## src/rtl/alu_req_driver.sv

```systemverilog
// alu_req_driver
//   Initiator-side controller for the ALU/DIV execution interface. Accepts
//   one operation at a time from an upstream valid/ready request channel,
//   drives it into the ALU and holds operator/operands stable until the
//   result is available. It then acknowledges the result with
//   alu_ex_ready_o and presents the buffered result downstream together
//   with the tag, a timeout flag and the measured ISSUE latency.
//
// Ports
//   core_clk, rst            clock, synchronous active-high reset
//   req_*                    upstream request channel (valid/ready, op, A, B, tag)
//   alu_enable_o             ALU enable, high for the whole ISSUE state
//   alu_operator_o           latched ALU operator
//   alu_operand_a/b_o        latched ALU operands
//   alu_vector_mode_o        tied to 2'b00 (32-bit scalar mode)
//   alu_ex_ready_o           combinational result acknowledge (capture cycle only)
//   alu_result_i             ALU result
//   alu_comparison_result_i  ALU comparison result
//   alu_ready_i              ALU result valid (only consulted for divides)
//   rsp_*                    downstream response channel (valid/ready, result,
//                            cmp, tag, err = timeout abort, cycles = latency)

module alu_req_driver #(
    parameter int unsigned TAG_W   = 4,
    parameter int unsigned TIMEOUT = 64,
    parameter int unsigned CNT_W   = 7
) (
    input  logic             core_clk,
    input  logic             rst,

    input  logic             req_valid_i,
    output logic             req_ready_o,
    input  logic [6:0]       req_op_i,
    input  logic [31:0]      req_a_i,
    input  logic [31:0]      req_b_i,
    input  logic [TAG_W-1:0] req_tag_i,

    output logic             alu_enable_o,
    output logic [6:0]       alu_operator_o,
    output logic [31:0]      alu_operand_a_o,
    output logic [31:0]      alu_operand_b_o,
    output logic [1:0]       alu_vector_mode_o,
    output logic             alu_ex_ready_o,
    input  logic [31:0]      alu_result_i,
    input  logic             alu_comparison_result_i,
    input  logic             alu_ready_i,

    output logic             rsp_valid_o,
    input  logic             rsp_ready_i,
    output logic [31:0]      rsp_result_o,
    output logic             rsp_cmp_o,
    output logic [TAG_W-1:0] rsp_tag_o,
    output logic             rsp_err_o,
    output logic [CNT_W-1:0] rsp_cycles_o
);

    // DIVU/DIV/REMU/REM share the upper opcode bits 5'b01100
    localparam logic [4:0]       DIV_CLASS = 5'b01100;
    localparam logic [CNT_W-1:0] TIMEOUT_C = CNT_W'(TIMEOUT);
    localparam logic [CNT_W-1:0] CNT_ONE   = CNT_W'(1);

    typedef enum logic [1:0] {
        IDLE  = 2'd0,
        ISSUE = 2'd1,
        RESP  = 2'd2
    } state_e;

    state_e           state_q;
    state_e           state_d;
    logic [CNT_W-1:0] cnt_q;
    logic [CNT_W-1:0] cnt_inc;
    logic [TAG_W-1:0] tag_q;
    logic             is_div;
    logic             first_cycle;
    logic             capture;
    logic             timeout;

    // Scalar 32-bit mode only
    assign alu_vector_mode_o = 2'b00;

    // Result acknowledge goes straight back to the ALU in the capture cycle
    assign alu_ex_ready_o = capture;

    // Next-state, capture and timeout decisions
    always_comb begin
        state_d     = state_q;
        capture     = 1'b0;
        timeout     = 1'b0;
        is_div      = (alu_operator_o[6:2] == DIV_CLASS);
        // cnt_q is cleared on accept, so zero marks the divider start cycle
        first_cycle = (cnt_q == '0);
        // cnt_inc is the 1-based index of the current ISSUE cycle; saturating
        cnt_inc     = (cnt_q >= TIMEOUT_C) ? TIMEOUT_C : cnt_q + CNT_ONE;

        unique case (state_q)
            IDLE: begin
                if (req_valid_i) begin
                    state_d = ISSUE;
                end
            end
            ISSUE: begin
                // Non-divides are combinational in the ALU: take the result at once
                capture = is_div ? (!first_cycle && alu_ready_i) : 1'b1;
                // Capture wins over a simultaneous timeout
                timeout = !capture && (cnt_inc == TIMEOUT_C);
                if (capture || timeout) begin
                    state_d = RESP;
                end
            end
            RESP: begin
                if (rsp_ready_i) begin
                    state_d = IDLE;
                end
            end
            default: begin
                state_d = IDLE;
            end
        endcase
    end

    // State register
    always_ff @(posedge core_clk) begin
        if (rst) begin
            state_q <= IDLE;
        end else begin
            state_q <= state_d;
        end
    end

    // Registered outputs and datapath
    always_ff @(posedge core_clk) begin
        if (rst) begin
            req_ready_o     <= 1'b1;
            alu_enable_o    <= 1'b0;
            alu_operator_o  <= '0;
            alu_operand_a_o <= '0;
            alu_operand_b_o <= '0;
            rsp_valid_o     <= 1'b0;
            rsp_result_o    <= '0;
            rsp_cmp_o       <= 1'b0;
            rsp_tag_o       <= '0;
            rsp_err_o       <= 1'b0;
            rsp_cycles_o    <= '0;
            cnt_q           <= '0;
            tag_q           <= '0;
        end else begin
            // Handshake/enable flags follow the state being entered
            req_ready_o  <= (state_d == IDLE);
            alu_enable_o <= (state_d == ISSUE);
            rsp_valid_o  <= (state_d == RESP);

            unique case (state_q)
                IDLE: begin
                    if (req_valid_i) begin
                        alu_operator_o  <= req_op_i;
                        alu_operand_a_o <= req_a_i;
                        alu_operand_b_o <= req_b_i;
                        tag_q           <= req_tag_i;
                        cnt_q           <= '0;
                    end
                end
                ISSUE: begin
                    cnt_q <= cnt_inc;
                    if (capture) begin
                        rsp_result_o <= alu_result_i;
                        rsp_cmp_o    <= alu_comparison_result_i;
                        rsp_cycles_o <= cnt_inc;
                        rsp_err_o    <= 1'b0;
                        rsp_tag_o    <= tag_q;
                    end else if (timeout) begin
                        rsp_result_o <= '0;
                        rsp_cmp_o    <= 1'b0;
                        rsp_cycles_o <= TIMEOUT_C;
                        rsp_err_o    <= 1'b1;
                        rsp_tag_o    <= tag_q;
                    end
                end
                RESP: begin
                    // Response registers hold until the downstream handshake
                end
                default: begin
                end
            endcase
        end
    end

endmodule

```

## config.mk

```make
export PLATFORM = sky130hd
export DESIGN_NAME = alu_req_driver
export DESIGN_NICKNAME = d
export VERILOG_FILES = /design/src/rtl/alu_req_driver.sv
export SDC_FILE = /design/constraint.sdc
export NUM_CORES = 1
export LEC_CHECK = 0
export CAP_MARGIN = 20
export CORE_MARGIN = 3
export CORE_UTILIZATION = 24
export CTS_CLUSTER_DIAMETER = 80
export DETAILED_ROUTE_END_ITERATION = 10
export PLACE_DENSITY = 0.55
export SYNTH_ARGS = -nofsm -noshare
export SYNTH_HDL_FRONTEND = slang
export SYNTH_SLANG_ARGS = --single-unit
```

## constraint.sdc

```tcl
create_clock -name core_clk -period 3.55 [get_ports core_clk]
set_input_delay 0.71 -clock core_clk [delete_from_list [all_inputs] [get_ports core_clk]]
set_output_delay 0.71 -clock core_clk [all_outputs]
set_load 0.01 [all_outputs]
```

Yosys cells after proc, flatten, opt, wreduce, memory -nomap -nowiden --
Cells that the tools add are included.
Word-level totals: register bits after elaboration 132, logic and storage cells 56
Operators by class: add/subtract/negate cells 1, magnitude comparators 1, equal/unequal tests 7, mux-type cells 20, reduce and logical (&&, ||, !) cells 13
Operators with widths (count):
- $mux 32 | 2
- $mux 7 | 4
- $pmux 7 s2 | 1
- $mux 4 | 2
- $add 7x1->7 const B | 1
- $eq 7x7->1 const B | 1
- $ge 7x7->1 const B | 1
- $logic_not 7->1 | 1
- $mux 1 | 7
- $mux 2 | 3
- $pmux 2 s3 | 1
- $reduce_and 2->1 | 3
- $eq 5x4->1 const B | 1
- $eq 2x1->1 const B | 2
- $eq 2x2->1 const B | 2
- $logic_not 2->1 | 2
- $reduce_bool 2->1 | 2
- $logic_and 1x1->1 | 2
- $logic_not 1->1 | 2
- $ne 2x2->1 const B | 1
- $logic_or 1x1->1 | 1

Longest topological paths before layout --
depth after elaboration 10, gate-level depth with buffers 9, mapped depth without buffers 7

Worst setup path before layout --
OpenSTA, ideal clock, no wires.
path kind register to output, start register cnt_q[0], end output port alu_ex_ready_o, arrival time 1739 ps, data required time 2840 ps, path slack 1101 ps, cell stages (with the launch flop) 8, cell sequence dfxtp_1 > inv_1 > ha_1 > or4b_1 > o31a_1 > o21a_1 > buf_2 > buf_2
Between the ends: cells in the longest elaborated chain, start to end 5
Ends and longest elaborated chain:
- start, declared | line 70 | logic [CNT_W-1:0] cnt_q;
- start signal, assigned | line 163 | cnt_q <= cnt_inc;
- $logic_not 7->1 | line 91 | first_cycle = (cnt_q == '0);
- $logic_not 1->1 | line 103 | capture = is_div ? (!first_cycle && alu_ready_i) : 1'b1;
- $logic_and 1x1->1 | line 103
- $mux 1 | line 103
- $mux 1 | line 95 | unique case (state_q)
- end, declared | line 43 | output logic alu_ex_ready_o,
No other way between the ends.

Worst setup path after layout --
Ends and elaborated chain as after synthesis.

==> impl.org <==
** Status
- The flow ran to the end, and the final reports show no timing, DRC or antenna violations.

** GRT
- GRT overflow :: 0
- The first global-routing pass estimated between 20000 and 25000 µm of wire.
- Entering global routing, the biggest net connects 58 pins.
- Initial antenna violation count :: 2
- The number of global-route vias before repair came to 4501.
- Aggregate global-route resource usage :: 0.141

** Setup path
- The worst setup path is launched from a flop.
- Worst setup startpoint :: cnt_q[0]
- The worst register-to-register path begins at cnt_q[0].
- STA classifies the critical path endpoint as an output pin.
- STA puts the critical path data arrival time at 2.47 ns.
- End of the worst register-to-register path :: alu_enable_o
- Data required time at the worst endpoint :: 2.84 ns
- Along the worst path, the maximum fanout reaches 7.
- The worst register-to-register path has a depth of 8.
- Setup slack on the worst flop-to-flop path :: 1.11 ns
- Critical setup path kind :: reg -> out

** Routing
- The routed layout has 4759 vias.
- The routed design uses 6820 µm of met2 wire.
- Before antenna repair, the detailed router went through 4 iterations.
- The highest layer touched by signal routing is met5.
- In the final routed layout, each cell accounts on average for 14.6 µm.
- For this block, the routed nets add up to 15900 µm of wire.
- Dividing the detail-routed via count by the number of cells gives roughly 4.4.
- 1st-iter DRT viols :: 212
- For this block, wires on met1 add up to 7170 µm.
- In this run the remaining antenna-violating nets after routing total 0.
- DRC :: 0
- Total met3 wirelength after detailed routing :: 1720 µm

** STA
- Total negative slack for setup checks :: 0 ns
- Setup violations remaining at the end of the flow were counted as 0.
- Maximum clock skew at final layout :: 0.00794 ns
- For the pin with the worst max-slew slack, the measured transition is 0.720 ns.
- Setup repair after global routing left no endpoint under its margin.
- The worst pin sits at a relative slew slack of 0.519.
- Time the final worst path needs with I/O delays and setup :: 3.18 ns
- The hold violation count in the final report is 0.
- Hold is met by 0.451 ns.
- For this run, the top clock speed supported by timing is ~310 MHz.
- The number of pins with negative max-slew slack in the final report is 0.
- In the finished design, the share of the clock period the worst path needs comes to 0.896.

** Yosys
- Proportion of synthesized chip area in sequential cells :: 0.550
- After technology mapping, the gate count stands at 599.
- Synth warnings :: 0
- Average footprint of a synthesized cell :: 8.02 µm²
- Register bit count reported by yosys :: 132
- Top cells by area in the synthesized netlist :: sky130_fd_sc_hd__dfxtp_1 55%, sky130_fd_sc_hd__nand2_1 15%, sky130_fd_sc_hd__a21oi_1 12%
- After synthesis the cells add up to roughly 4800 µm².
- Commonest cells in the synthesized netlist :: 195 x sky130_fd_sc_hd__nand2_1, 132 x sky130_fd_sc_hd__dfxtp_1, 116 x sky130_fd_sc_hd__a21oi_1, 38 x sky130_fd_sc_hd__o21ai_0, 29 x sky130_fd_sc_hd__clkbuf_1
- Number of synthesized flops with an enable pin :: 0
- Among all flip-flop cells after synthesis, the most frequent one is sky130_fd_sc_hd__dfxtp_1.
- Of all flip-flops after synthesis, the portion carrying an async set or reset was 0.
- Yosys top cell area share :: 0.550
- Summed over all instances, the cell type with the most area after synthesis is sky130_fd_sc_hd__dfxtp_1.
- Count leader, synth :: sky130_fd_sc_hd__nand2_1
- Yosys mapped the design onto 40 distinct sky130hd cell types.

** Clock tree
- Clock latency on the worst-skew pair, taken at its later pin, is around 0.41 ns.
- Cts hold-fix bufs :: 0
- The clock passes through at most 2 buffers.
- H-Tree Level Count :: 4
- Clock tree synthesis found a total of 132 sinks.
- Once the clock tree was built, the resizer swapped 0 gates to a different size.
- The number of setup buffers added after CTS is 0.
- CTS clock-pin slew for the worst setup and hold paths :: 0.06 ns
- TritonCTS Buffers :: 17
- TritonCTS clock tree :: built
- In this run the clock root is driven by a sky130_fd_sc_hd__clkbuf_16.

** Floorplan
- The initialized floorplan defines between 50 and 60 standard-cell rows.
- Total I/O pin count :: 235
- The initial utilization of the core area, before any placement, comes to 0.245.
- Die Width :: 148 µm
- The floorplan step set the die height to 148 µm.
- Die Footprint :: 21800 µm²
- Floorplan core area :: between 15000 and 20000 µm²

** Job
- Max_cap viols :: 0

** Place
- In this run, placement finished with an instance count of approximately 1100.
- The congestion estimate from routability-driven global placement came to 0.838.
- The count of buffers added on input and output ports is 232.
- Summed over all nets, the half-perimeter wirelength after detailed placement is around 11000 µm.

** Finish
- P&R area growth vs syn :: 66.8%
- Final-stage net count :: 929
- Filler Cell Count :: slightly above 2000
- Share of layout cells above drive strength 1 :: 0.0580
- Measured on the finished design, the core utilization comes to 0.409.
- The repair_antennas step left the layout with diodes totalling 0.
- After the flow finishes, the layout carries non-filler instances totaling 1092.

** Power
- VDD sags by at most between 0.3 and 0.4 mV.
- For this design the ratio of total power to cell area is 521 nW/µm².
- For this design the static power due to leakage is 0.00289 µW.

** Worst hold path
- Worst hold path class :: reg -> reg
- Min-Delay Startpoint :: alu_operand_a_o[4]
- End point of the worst hold path :: alu_operand_a_o[4]
- The worst hold path was traced through 2 stages.
[placed cells by master (no fill, tap or decap), types with 2 or more instances in the layout]
| master | n |
|---|---|
| sky130_fd_sc_hd__a21oi_1 | 116 |
| sky130_fd_sc_hd__a22oi_1 | 3 |
| sky130_fd_sc_hd__and3_1 | 3 |
| sky130_fd_sc_hd__buf_12 | 3 |
| sky130_fd_sc_hd__buf_4 | 8 |
| sky130_fd_sc_hd__bufinv_16 | 4 |
| sky130_fd_sc_hd__clkbuf_16 | 17 |
| sky130_fd_sc_hd__clkbuf_8 | 2 |
| sky130_fd_sc_hd__clkdlybuf4s50_1 | 231 |
| sky130_fd_sc_hd__clkinv_2 | 2 |
| sky130_fd_sc_hd__clkinv_4 | 3 |
| sky130_fd_sc_hd__clkinvlp_4 | 3 |
| sky130_fd_sc_hd__conb_1 | 2 |
| sky130_fd_sc_hd__dfxtp_1 | 132 |
| sky130_fd_sc_hd__ha_1 | 2 |
| sky130_fd_sc_hd__inv_1 | 5 |
| sky130_fd_sc_hd__nand2_1 | 194 |
| sky130_fd_sc_hd__nand3_1 | 4 |
| sky130_fd_sc_hd__nand3b_1 | 5 |
| sky130_fd_sc_hd__nor2_1 | 14 |
| sky130_fd_sc_hd__nor2b_1 | 3 |
| sky130_fd_sc_hd__nor3_1 | 5 |
| sky130_fd_sc_hd__o21a_1 | 2 |
| sky130_fd_sc_hd__o21ai_0 | 38 |
| sky130_fd_sc_hd__o21ai_1 | 2 |
| sky130_fd_sc_hd__o32ai_1 | 3 |
| sky130_fd_sc_hd__xnor2_1 | 2 |
[registers in the layout, summed over array words and instances, names as in the netlist, 2 cells and up]
register,flops
rsp_tag_o,4
rsp_cycles_o,7
alu_operator_o,7
alu_operand_a_o,32
cnt_q,7
state_q,2
tag_q,4
rsp_result_o,32
alu_operand_b_o,32
[stage by stage]
step	worst slack, ns	cell area, µm²	power, µW
after floorplan	1.10	4810	1930
after global placement	0.698	7380	2320
after detailed placement	0.692	7380	2320
after CTS	0.345	8020	4240
after global routing	0.256	8020	4370
final	0.369	8020	4180
[worst max path at each step]
stage	endpoint	slack, ns	cells after the start
3_5_place_dp	alu_ex_ready_o	0.69	4
4_1_cts	alu_ex_ready_o	0.35	6
6_report	alu_ex_ready_o	0.37	6
2_1_floorplan	alu_ex_ready_o	1.10	7
5_1_grt	alu_ex_ready_o	0.26	6
3_3_place_gp	alu_ex_ready_o	0.70	4
[final cells by class]
class                           instances  area [µm²]  share of cell area
Inverter                                5        18.8             0.00234
Sequential cell                       132        2640               0.330
Clock inverter                         12         179              0.0223
Tap cell                              265         332              0.0414
Multi-Input combinational cell        416        1960               0.244
Timing Repair Buffer                  242        2430               0.303
Clock buffer                           20         457              0.0570
[where the power goes]
part	total (µW)	internal, µW	switching [µW]
clock	1900	1210	683
sequential	1630	1580	47.9
combinational	650	345	306
total	4180	3140	1040
[layer usage]
metal,vias to the layer above,track usage
met5,-,0
met4,4,0.0391
met3,18,0.0754
met2,175,0.214
met1,2151,0.174
li1,2411,-
[worst max-delay path, stage by stage (launching register included)]
cell	delay [ns]
sky130_fd_sc_hd__dfxtp_1	0.37
sky130_fd_sc_hd__inv_1	0.10
sky130_fd_sc_hd__ha_1	0.14
sky130_fd_sc_hd__or4b_1	0.42
sky130_fd_sc_hd__o31a_1	0.32
sky130_fd_sc_hd__o21a_1	0.22
sky130_fd_sc_hd__clkdlybuf4s50_1	0.49
[logic make-up (layout without fill, tap and decap cells)]
logic type | count (synthesis) | in the layout | synth area share
fa+ha+maj | 2 | 2 | 0.00521
other cells | 1 | 2 | 0.000780
flops | 132 | 132 | 0.550
xor+xnor | 3 | 3 | 0.00547
buf+inv | 52 | 279 | 0.0448
compound gates | 172 | 172 | 0.193
simple gates | 236 | 236 | 0.199
mux | 1 | 1 | 0.00208
No activity file was read; power rests on OpenSTA's default activity.
